===== src/rtl/drum_host_pkg.sv =====
// Shared types and constants for the DRUM tile host driver, plus a behavioural
// model of the tile's approximate signed product used by benches.
package drum_host_pkg;

   typedef enum logic [3:0] {
      ST_INIT,
      ST_IDLE,
      ST_WR_A,
      ST_WR_B,
      ST_SETTLE,
      ST_RD_LO,
      ST_RD_HI,
      ST_CAP_HI,
      ST_RESP
   } state_e;

   localparam logic [4:0] OP_A_ADDR = 5'd0;
   localparam logic [4:0] OP_B_ADDR = 5'd1;
   localparam int         WR_BIT    = 7;
   localparam logic [7:0] IDLE_UI   = 8'h10;

   // Keep the leading two bits of a magnitude and force the lower kept bit to 1.
   function automatic logic [7:0] drum_trunc(input logic [7:0] m);
      int msb;
      msb = -1;
      for (int i = 0; i < 8; i++) begin
         if (m[i]) msb = i;
      end
      if (msb < 2) return m;
      return 8'(8'd3 << (msb - 1));
   endfunction

   // Signs are folded by ones' complement on the way in and out, as the tile does.
   function automatic logic [15:0] drum_ref(input logic [7:0] a, input logic [7:0] b);
      logic [7:0]  ma;
      logic [7:0]  mb;
      logic [15:0] p;
      ma = a ^ {8{a[7]}};
      mb = b ^ {8{b[7]}};
      p  = 16'(drum_trunc(ma)) * 16'(drum_trunc(mb));
      return p ^ {16{a[7] ^ b[7]}};
   endfunction

endpackage


===== src/rtl/drum_host_driver.sv =====
// Host-side master for the DRUM tile pins: writes the operand pair, reads the
// stored product back, and returns it on a valid/ready response port.
module drum_host_driver
   import drum_host_pkg::*;
#(
   parameter int INIT_WAIT     = 8,
   parameter int SETTLE_CYCLES = 1,
   parameter int RES_ADDR      = 14
) (
   input  logic        clk,
   input  logic        rst_n,
   input  logic        req_valid,
   output logic        req_ready,
   input  logic [7:0]  req_a,
   input  logic [7:0]  req_b,
   output logic        rsp_valid,
   input  logic        rsp_ready,
   output logic [15:0] rsp_product,
   output logic [7:0]  txn_count,
   output logic [7:0]  dut_ui_in,
   output logic [7:0]  dut_uio_in,
   input  logic [7:0]  dut_uo_out
);

   // Handshakes: a transfer happens on a rising clk edge where valid && ready;
   // the request side is ready only in IDLE, and a response stays valid with
   // stable data until rsp_ready is seen.

   localparam int WAIT_MAX = (INIT_WAIT > SETTLE_CYCLES) ? INIT_WAIT : SETTLE_CYCLES;
   localparam int WAIT_W   = (WAIT_MAX > 2) ? $clog2(WAIT_MAX) : 1;
   localparam logic [WAIT_W-1:0] INIT_LAST   = WAIT_W'(INIT_WAIT - 1);
   localparam logic [WAIT_W-1:0] SETTLE_LAST = WAIT_W'(SETTLE_CYCLES - 1);
   localparam logic [7:0] WR_A_UI = 8'(1 << WR_BIT) | 8'(OP_A_ADDR);
   localparam logic [7:0] WR_B_UI = 8'(1 << WR_BIT) | 8'(OP_B_ADDR);

   state_e              state_q, state_d;
   logic [WAIT_W-1:0]   wait_q, wait_d;
   logic [7:0]          a_q, a_d, b_q, b_d, lo_q, lo_d;
   logic [7:0]          ui_q, ui_d, uio_q, uio_d, txn_q, txn_d;
   logic [15:0]         product_q, product_d;
   logic                req_ready_q, req_ready_d, rsp_valid_q, rsp_valid_d;

   always_comb begin
      state_d     = state_q;
      wait_d      = wait_q;
      a_d         = a_q;
      b_d         = b_q;
      lo_d        = lo_q;
      product_d   = product_q;
      rsp_valid_d = rsp_valid_q;
      txn_d       = txn_q;
      case (state_q)
         ST_INIT: begin
            if (wait_q == INIT_LAST) begin
               state_d = ST_IDLE;
               wait_d  = '0;
            end else begin
               wait_d = wait_q + WAIT_W'(1);
            end
         end
         ST_IDLE: begin
            if (req_valid) begin
               a_d     = req_a;
               b_d     = req_b;
               state_d = ST_WR_A;
            end
         end
         ST_WR_A: state_d = ST_WR_B;
         ST_WR_B: begin
            state_d = ST_SETTLE;
            wait_d  = '0;
         end
         ST_SETTLE: begin
            if (wait_q == SETTLE_LAST) begin
               state_d = ST_RD_LO;
               wait_d  = '0;
            end else begin
               wait_d = wait_q + WAIT_W'(1);
            end
         end
         ST_RD_LO: state_d = ST_RD_HI;
         // uo_out lags the address by one cycle, so lo arrives while driving hi.
         ST_RD_HI: begin
            lo_d    = dut_uo_out;
            state_d = ST_CAP_HI;
         end
         ST_CAP_HI: begin
            product_d   = {dut_uo_out, lo_q};
            rsp_valid_d = 1'b1;
            state_d     = ST_RESP;
         end
         ST_RESP: begin
            if (rsp_ready) begin
               rsp_valid_d = 1'b0;
               txn_d       = txn_q + 8'd1;
               state_d     = ST_IDLE;
            end
         end
         default: state_d = ST_INIT;
      endcase

      // Pin and ready registers carry the drive value of the state being entered.
      ui_d        = IDLE_UI;
      uio_d       = 8'h00;
      req_ready_d = (state_d == ST_IDLE);
      case (state_d)
         ST_WR_A: begin
            ui_d  = WR_A_UI;
            uio_d = a_d;
         end
         ST_WR_B: begin
            ui_d  = WR_B_UI;
            uio_d = b_d;
         end
         ST_RD_LO: ui_d = 8'(RES_ADDR);
         ST_RD_HI: ui_d = 8'(RES_ADDR + 1);
         default:  ui_d = IDLE_UI;
      endcase
   end

   always_ff @(posedge clk or negedge rst_n) begin
      if (!rst_n) begin
         state_q     <= ST_INIT;
         wait_q      <= '0;
         a_q         <= 8'h00;
         b_q         <= 8'h00;
         lo_q        <= 8'h00;
         product_q   <= 16'h0000;
         rsp_valid_q <= 1'b0;
         req_ready_q <= 1'b0;
         txn_q       <= 8'h00;
         ui_q        <= IDLE_UI;
         uio_q       <= 8'h00;
      end else begin
         state_q     <= state_d;
         wait_q      <= wait_d;
         a_q         <= a_d;
         b_q         <= b_d;
         lo_q        <= lo_d;
         product_q   <= product_d;
         rsp_valid_q <= rsp_valid_d;
         req_ready_q <= req_ready_d;
         txn_q       <= txn_d;
         ui_q        <= ui_d;
         uio_q       <= uio_d;
      end
   end

   assign req_ready   = req_ready_q;
   assign rsp_valid   = rsp_valid_q;
   assign rsp_product = product_q;
   assign txn_count   = txn_q;
   assign dut_ui_in   = ui_q;
   assign dut_uio_in  = uio_q;

endmodule


===== config.mk =====
export PLATFORM = sky130hd
export DESIGN_NAME = drum_host_driver
export DESIGN_NICKNAME = d
export VERILOG_FILES = /design/src/rtl/drum_host_pkg.sv /design/src/rtl/drum_host_driver.sv
export SDC_FILE = /design/constraint.sdc
export NUM_CORES = 1
export LEC_CHECK = 0
export ABC_AREA = 1
export CAP_MARGIN = 20
export CORE_MARGIN = 2
export CORE_UTILIZATION = 25
export DETAILED_ROUTE_END_ITERATION = 8
export PLACE_DENSITY = 0.46
export SYNTH_ARGS = -nofsm -noshare
export SYNTH_HDL_FRONTEND = slang
export SYNTH_SLANG_ARGS = --single-unit

===== constraint.sdc =====
create_clock -name clk -period 1.7 [get_ports clk]
set_input_delay 0.17 -clock clk [delete_from_list [all_inputs] [get_ports clk]]
set_output_delay 0.17 -clock clk [all_outputs]
set_load 0.01 [all_outputs]

After elaboration in Yosys (flattened, before gate mapping)
Cells that the tools add are included.
W data, S select, Z words.
- $add $sub $neg: 2
- eq/ne operators: 15
- muxes and demuxes: 16
- reduce and logical (&&, ||, !) cells: 6
- operators with widths (kind ; count):
    $pmux W4 S9 ; 1
    $mux W8 ; 4
    $pmux W8 S4 ; 1
    $eq A4 B3 Y1 const B ; 6
    $eq A4 B2 Y1 const B ; 4
    $mux W4 ; 4
    $pmux W8 S2 ; 1
    $pmux W3 S3 ; 1
    $add A8 B1 Y8 const B ; 1
    $eq A4 B1 Y1 const B ; 2
    $mux W3 ; 2
    $eq A4 B4 Y1 const B ; 1
    $logic_not A4 Y1 ; 1
    $reduce_and A2 Y1 ; 2
    $add A3 B1 Y3 const B ; 1
    $eq A3 B3 Y1 const B ; 1
    $logic_not A3 Y1 ; 1
    $reduce_bool A3 Y1 ; 1
    $ne A2 B2 Y1 const B ; 1
    $pmux W1 S2 ; 1
    $reduce_bool A2 Y1 ; 1
    $mux W1 ; 1
- flip-flop bits (word level): 73
- output and inout port bits: 42

Logic depth before layout (Yosys ltp)
Gate-level depths: netlist of run 1.
- depth after elaboration: 5
- gate-level depth with buffers: 10

Worst setup path after synthesis of run 1
OpenSTA, ideal clock, no wires.
- path type: reg2reg
- from: register state_q[0]
- to: register rsp_valid_q (netlist: rsp_valid)
- setup time: 0.118 ns
- data arrival time: 1.191 ns
- required time: 1.582 ns
- setup slack: 0.391 ns
- cell stages (with the launch flop): 7
- period minus slack after synthesis: 1.309 ns
- cells stage by stage: dfrtp_1 nor2_2 nand3_2 nor2_4 inv_1 o21ai_1 inv_1
- cells in the longest elaborated chain, start to end: 3
- elaborated cells between the ends (all ways): 6
- those cells by class: 3 x eq/ne; 1 x mux; 2 x reduce/logical
- ends and longest elaborated chain (what ; line ; RTL):
    from (decl) ; drum_host_driver.sv:36 ; state_e state_q, state_d;
    from (signal assigned) ; drum_host_driver.sv:135 ; state_q <= state_d;
    $eq A4 B4 Y1 or $eq A4 B3 Y1 (tied branches) ; drum_host_driver.sv:52 ; case (state_q)
    $ne A2 B2 Y1 (no source line) or $reduce_bool A2 Y1 (tied branches) ; n/a ;
    $reduce_and A2 Y1 (no source line) ; n/a ;
    to (signal assigned) ; drum_host_driver.sv:141 ; rsp_valid_q <= rsp_valid_d;
    to (decl) ; drum_host_driver.sv:41 ; logic req_ready_q, req_ready_d, rsp_valid_q, rsp_valid_d;
Parallel ways exist; a longest one is shown, timed or not.
A chain may end at the register's enable or synchronous reset.

Worst setup path after layout of run 1
- from: register ui_q[4] (netlist: dut_ui_in[4])
- to: output dut_ui_in[4]
- RTL lines (what ; line ; RTL):
    from (decl) ; drum_host_driver.sv:39 ; logic [7:0] ui_q, ui_d, uio_q, uio_d, txn_q, txn_d;
    from (signal assigned) ; drum_host_driver.sv:144 ; ui_q <= ui_d;
    to (decl) ; drum_host_driver.sv:20 ; output logic [7:0] dut_ui_in,
No word-level cell between the ends.

==> results by group, run 1 <==
Synthesis
  • Syn Std Cell Area: between 2000 and 3000 um2
  • Syn Inst Count: 286
  • Synth Warn #: 0
  • Mean Syn Cell Area: slightly above 9 um2
  • Synth area leader: dfrtp_1
  • Synth top area share: between 50 and 60%
  • #FFs+latches synth: 61
  • Seq/Total Area, Yosys: about three fifths
  • Top area cells in the synthesized netlist: dfrtp_1 (58%), nand2_1 (14%), inv_1 (5.2%)
  • Synth unique cells: 28

Power and ir drop
  • Int Power: 4.03 mW
  • Sequential Power Share: about two fifths
  • Overall Power: 6.11 mW
  • Logic gate share of total power: a little over a third
  • Psw: 2.08 mW
  • Clock share of power: 24.5%
  • Sw frac: roughly 34%
  • PD cells: approximately 1700 nW/um2
  • VDD IR max: between 500 and 600 uV
  • Lkg Pwr: between 1.5 and 2 nW

Cells and area
  • Syn-to-layout area delta: 41.5%
  • Layout cell share with drive strength beyond 1: 10.6%
  • Nets: roughly 400
  • Multi-input logic area: approximately 860 um2
  • Sequential standard cell area: between 1500 and 2000 um2
  • Final core occ: 36.0%
  • Ant. Diodes: 0
  • Fillers: ~1100

STA
  • Max Fclk: 639 MHz
  • Endpoints failing hold: 0
  • Hold Slack: ~0.35 ns
  • Final setup fails: 0
  • Number of max-slew violations in the final report: 0
  • Tmin final: roughly 1.6 ns
  • RSZ-0062 raised after global routing: no
  • Period utilization: just over 90%
  • Final clock skew: around 0.018 ns
  • TNS Setup: 0 ns

Die
  • Die X: ~110 um
  • Die height: 106 um
  • Total die area: roughly 11000 um2
  • Core footprint: 10200 um2
  • Initial Utilization: about a quarter
  • Row cnt: 37
  • Io pins: 70

Detailed routing
  • Drt pass-1 iters: 4
  • Drt total wl: roughly 5600 um
  • Remaining antenna violation count: 0
  • Drc violations: 0
  • First-iteration detailed-routing DRC count: between 90 and 100
  • Post-DR vias/cell: between 3 and 4
  • WL/cell: 11.1 um
  • Via count: roughly 2000

Global routing
  • Grt ovf: 0
  • Antenna violations before repair: 0
  • First-pass GRT wire length: between 9000 and 10000 um
  • Number of global-route vias before repair: slightly above 2000
  • Total GRT Usage: between 10% and 20%
  • Largest net degree at the start of global routing: 62

Critical path
  • Worst Path Arrival: 1.39 ns
  • Reg-to-Reg Start: state_q[3]
  • CP Launch Type: flip-flop
  • Crit end category: output pin
  • Worst Path Required: 1.53 ns
  • Cells on worst reg2reg path: 6
  • Worst-path fanout max: 1
  • Crit path buf inv count: 1
  • CP Class: flip-flop to output pin
  • CP max stage delay: ~0.54 ns
  • Reg2reg setup slack: 0.30 ns
  • Worst R2R End: dut_uio_in[6]
  • Cell family with the largest share of critical-path delay: buffers and inverters
  • CP Cell Sequence: clkdlybuf4s50_1
  • Crit-path slowest cell: clkdlybuf4s50_1

Clocking
  • Post-CTS Resized: 0
  • Clk slew on worst S/H paths: around 0.08 ns
  • Setup Buffers After CTS: 0
  • Clock root buffer: clkbuf_8
  • Clk buf depth: 2
  • Number of buffers created by CTS: 9
  • H-tree levels: 3
  • Clock sink total: between 60 and 70
  • CTS Hold Bufs: 1
  • CTS tree: yes
  • Worst skew pair latency: 0.35 ns

Place
  • Gpl congestion: 0.781
  • DP HPWL: just under 4000 um
  • # port buffers: 67

Status
  • Status: finished, final reports clean

Job
  • Max-capacitance violation count: 0

Hold path
  • Hold Crit Class: input pin to async pin
-- metrics by stage --
step           cell area, um2  setup slack [ns]  instances
2_1_floorplan            2610             0.391        287
3_3_place_gp             3440             0.283        488
3_5_place_dp             3440             0.254        488
4_1_cts                  3680             0.102        505
5_1_grt                  3680            0.0898        505
6_report                 3680             0.135        505
-- metal layers --
layer  track usage, %  wire length, um  part of all wire (%)
met5                0                0                     0
met3             3.25              298                   5.3
met4             6.20              101                   1.8
met1             14.8             2720                    49
met2             16.5             2470                    44
-- tightest hold or removal path, delay by kind of cell --
family / cells / cell delay, ns
buf+inv: 3 / 0.91
-- layout make-up --
class | instances | share of cell area (%)
sequential | 61 | 41.5
tap | 136 | 4.62
timing repair buffer | 75 | 20.1
clock inverter | 7 | 2.82
inverter | 41 | 4.25
multi-input combinational | 176 | 23.3
clock buffer | 9 | 3.37
-- Yosys cell counts --
cell,instances
clkinv_1,1
nand3_1,7
nor2_1,8
o21ai_1,18
conb_1,1
o21ai_0,15
dfstp_2,1
buf_4,5
nor2_2,2
o22ai_1,1
nand2_2,1
xor2_1,2
nor3_1,1
ha_1,4
o21ai_2,2
nand3_4,1
buf_6,1
nand4_1,4
inv_4,1
inv_2,3
dfrtp_1,60
nand3_2,1
nor2_4,3
buf_2,3
nand2_1,97
a21oi_1,2
inv_1,36
xnor2_1,5
-- logic make-up after synthesis --
| kind of cell | synth area share [%] |
|---|---|
| AO/OA/AOI/OAI | 7.65 |
| XOR/XNOR | 2.36 |
| adder cells (fa/ha/maj) | 1.92 |
| buffers and inverters | 8.47 |
| flip-flops | 58.7 |
| other | 0.144 |
| AND/OR/NAND/NOR | 20.7 |
-- cells in the final DEF, fill, tap and decap left out, types with 2 or more instances in the layout --
cell type,count
nand2_1,97
clkdlybuf4s50_1,66
dfrtp_1,60
inv_1,36
o21ai_1,18
o21ai_0,15
clkbuf_8,9
nor2_1,8
nand3_1,7
buf_4,6
xnor2_1,5
nand4_1,4
ha_1,4
inv_6,4
inv_2,3
nor2_4,3
nor2_2,2
o21ai_2,2
a21oi_1,2
xor2_1,2
conb_1,2
bufinv_16,2
-- worst max path at each step --
| stage | start | to | cells after the start |
|---|---|---|---|
| after floorplan | state_q[0] | rsp_valid | 6 |
| after global placement | req_valid | dut_uio_in[5] | 6 |
| after detailed placement | req_valid | dut_uio_in[6] | 6 |
| after CTS | dut_ui_in[4] | dut_ui_in[4] | 1 |
| after global routing | dut_ui_in[4] | dut_ui_in[4] | 1 |
| final | dut_ui_in[4] | dut_ui_in[4] | 1 |
-- power groups by stage --
stage          Sequential (mW)  Combinational, mW  Clock, mW
2_1_floorplan             2.53               1.05          0
3_3_place_gp              2.42               2.24          0
3_5_place_dp              2.41               2.27          0
4_1_cts                   2.39               2.28       1.55
5_1_grt                   2.47               2.56       1.62
6_report                  2.38               2.23       1.50
-- sequential cells by signal, summed over array words and instances, names as in the netlist, 3 cells and up --
register     cells
txn_count        8
wait_q           3
lo_q             8
b_q              8
dut_uio_in       8
dut_ui_in        4
rsp_product     16
state_q          4
Note: power is estimated with default switching activity, not from simulation.
==> inputs of run 2 (changes only) <==
CORE_UTILIZATION = 47   (was 25)
PLACE_DENSITY = 0.77   (was 0.46)
==> results by group, run 2 (synthesis gave the netlist of run 1 again) <==
Cells and area
  • Layout cell share with drive strength beyond 1: 10.1% (-0.49 points)
  • Post-Layout Cell Count: 439 (-13%)
  • Most common cell after layout, fill and taps aside: nand2_1
  • Most frequent cells in the layout: nand2_1 (97), clkdlybuf4s50_1 (66), dfrtp_1 (60)
  • Max FFs per register: 16 (unchanged)
  • Ant. Diodes: 0 (unchanged)
  • Syn-to-layout area delta: 36.9%
  • Nets: 394 (-0.51%)
  • Design area: 3560 um2 (-3.2%)

Die
  • Io pins: 70 (unchanged)
  • Core footprint: 5440 um2 (-47%)
  • Row cnt: 27 (-27%)
  • Initial Utilization: 47.8% (+22 points)
  • Total die area: 6150 um2 (-45%)
  • Die height: 78.4 um (-26%)
  • Die X: 78.4 um (-26%)

Global routing
  • Largest net degree at the start of global routing: 62 (unchanged)
  • Grt ovf: 0 (unchanged)
  • Antenna violations before repair: 0 (unchanged)
  • First-pass GRT wire length: 8570 um (-14%)
  • Number of global-route vias before repair: 1908 (-7.7%)
  • Total GRT Usage: 18.0% (+6.8 points)

Detailed routing
  • First-iteration detailed-routing DRC count: 61 (-33%)
  • Drt total wl: 4960 um (-11%)
  • Drt pass-1 iters: 4 (unchanged)
  • Via count: 2020 (+1.2%)
  • WL/cell: 11.3 um (+2.1%)
  • WL met1: 2320 um (-15%)
  • Drc violations: 0 (unchanged)
  • Post-DR vias/cell: 4.60 (+16%)
  • Remaining antenna violation count: 0 (unchanged)
  • DR top layer: met4
  • WL met3: 240 um (-19%)
  • Met2 routed WL: 2310 um (-6.3%)

Clocking
  • CTS Hold Bufs: 1 (unchanged)
  • Post-CTS Resized: 0 (unchanged)
  • Worst skew pair latency: 0.34 ns (about the same)
  • Clk slew on worst S/H paths: 0.07 ns (about the same)
  • Clock sink total: 61 (unchanged)
  • Clk buf depth: 2 (unchanged)
  • Number of buffers created by CTS: 9 (unchanged)
  • Clock root buffer: clkbuf_8
  • CTS tree: yes
  • Setup Buffers After CTS: 0 (unchanged)
  • H-tree levels: 3 (unchanged)

Critical path
  • CP Launch Type: flip-flop
  • Cell family with the largest share of critical-path delay: flip-flops
  • Worst Path Arrival: 1.37 ns (-0.02 ns)
  • Worst-path fanout max: 1 (unchanged)
  • Worst Path Required: 1.53 ns (about the same)
  • CP Cell Sequence: clkdlybuf4s50_1
  • Crit path buf inv count: 1 (unchanged)
  • CP max stage delay: 0.52 ns (-0.02 ns)
  • Crit end category: output pin
  • CP Class: flip-flop to output pin
  • Crit-path slowest cell: dfstp_2

Place
  • DP HPWL: 3590 um (-9.1%)
  • # port buffers: 67 (unchanged)
  • Gpl congestion: 0.786 (+0.64%)
  • Placed cells: 422 (-14%)
  • Post-DP Area: 3350 um2 (-2.8%)
  • Pre-CTS setup slack: 0.258 ns (+0.00388 ns)

Power and ir drop
  • PD cells: 1660 nW/um2 (-0.32%)
  • Lkg Pwr: 1.77 nW (-1.3%)
  • VDD IR max: 957 uV (+60%)

STA
  • Endpoints failing hold: 0 (unchanged)
  • Final worst slack: 0.161 ns (+0.0257 ns)
  • TNS Setup: 0 ns (unchanged)
  • Period utilization: 90.5% (-1.5 points)
  • Tmin final: 1.54 ns (-0.0257 ns)
  • Final clock skew: 0.00965 ns (-0.00786 ns)
  • Max Fclk: 650 MHz (+1.7%)
  • Hold Slack: 0.361 ns (+0.0143 ns)
  • Number of max-slew violations in the final report: 0 (unchanged)
  • RSZ-0062 raised after global routing: no
  • Final setup fails: 0 (unchanged)

Status
  • Status: finished, final reports clean

Hold path
  • Hold Crit Class: input pin to async pin

Job
  • Max-capacitance violation count: 0 (unchanged)
## run 2: cell types whose count changed in the layout (fill, tap and decap cells not counted)
| cell | before | now |
|---|---|---|
| clkinvlp_4 | 0 | 1 |
| clkinv_4 | 1 | 2 |
| bufinv_16 | 2 | 1 |
| inv_6 | 4 | 3 |
| buf_4 | 6 | 4 |
## run 2: final timing paths
check / startpoint / to / slack, ns / depth (start not counted)
min in group clk: req_a[3] / dut_uio_in[3] / 0.39 / 3
max reg2reg: state_q[0] / txn_count[4] / 0.26 / 6
max: dut_ui_in[4] / dut_ui_in[4] / 0.16 / 1
max in group asynchronous: rst_n / dut_ui_in[4] / 1.04 / 3
min: rst_n / txn_count[4] / 0.36 / 3
min reg2reg: lo_q[1] / rsp_product[1] / 0.47 / 2
## run 2: area by class of cell
cell class	instances	area [um2]
Inverter	41	156
Multi-Input combinational cell	176	857
Fill cell	470	1880
Sequential cell	61	1530
Timing Repair Buffer	73	726
Clock inverter	7	81.3
Clock buffer	9	124
Tap cell	72	90.1
## run 2: worst register-to-register path, stage by stage (launching register included)
cell and delay, ns:
dfrtp_1 0.44, nor2_2 0.21, nand3_2 0.12, nor2_4 0.23, inv_1 0.17, nand2_1 0.09, nand2_1 0.06
## run 2: power breakdown
part | internal, mW | total [mW] | switching (mW)
clock network | 0.696 | 1.30 | 0.600
logic | 1.11 | 2.22 | 1.11
registers | 2.06 | 2.39 | 0.326
## run 2: layer usage
layer	vias up	track usage (%)
met5	-	0
met3	9	4.83
met2	50	27.7
li1	1033	-
met4	0	7.89
met1	928	24.3
## run 2: per-stage QoR
stage / util [%] / power, mW
floorplan: - / 3.58
global placement: 61.5 / 4.57
detailed placement: 61.5 / 4.64
CTS: 65.5 / 5.98
global route: 65.5 / 6.35
finish: 65.5 / 5.90
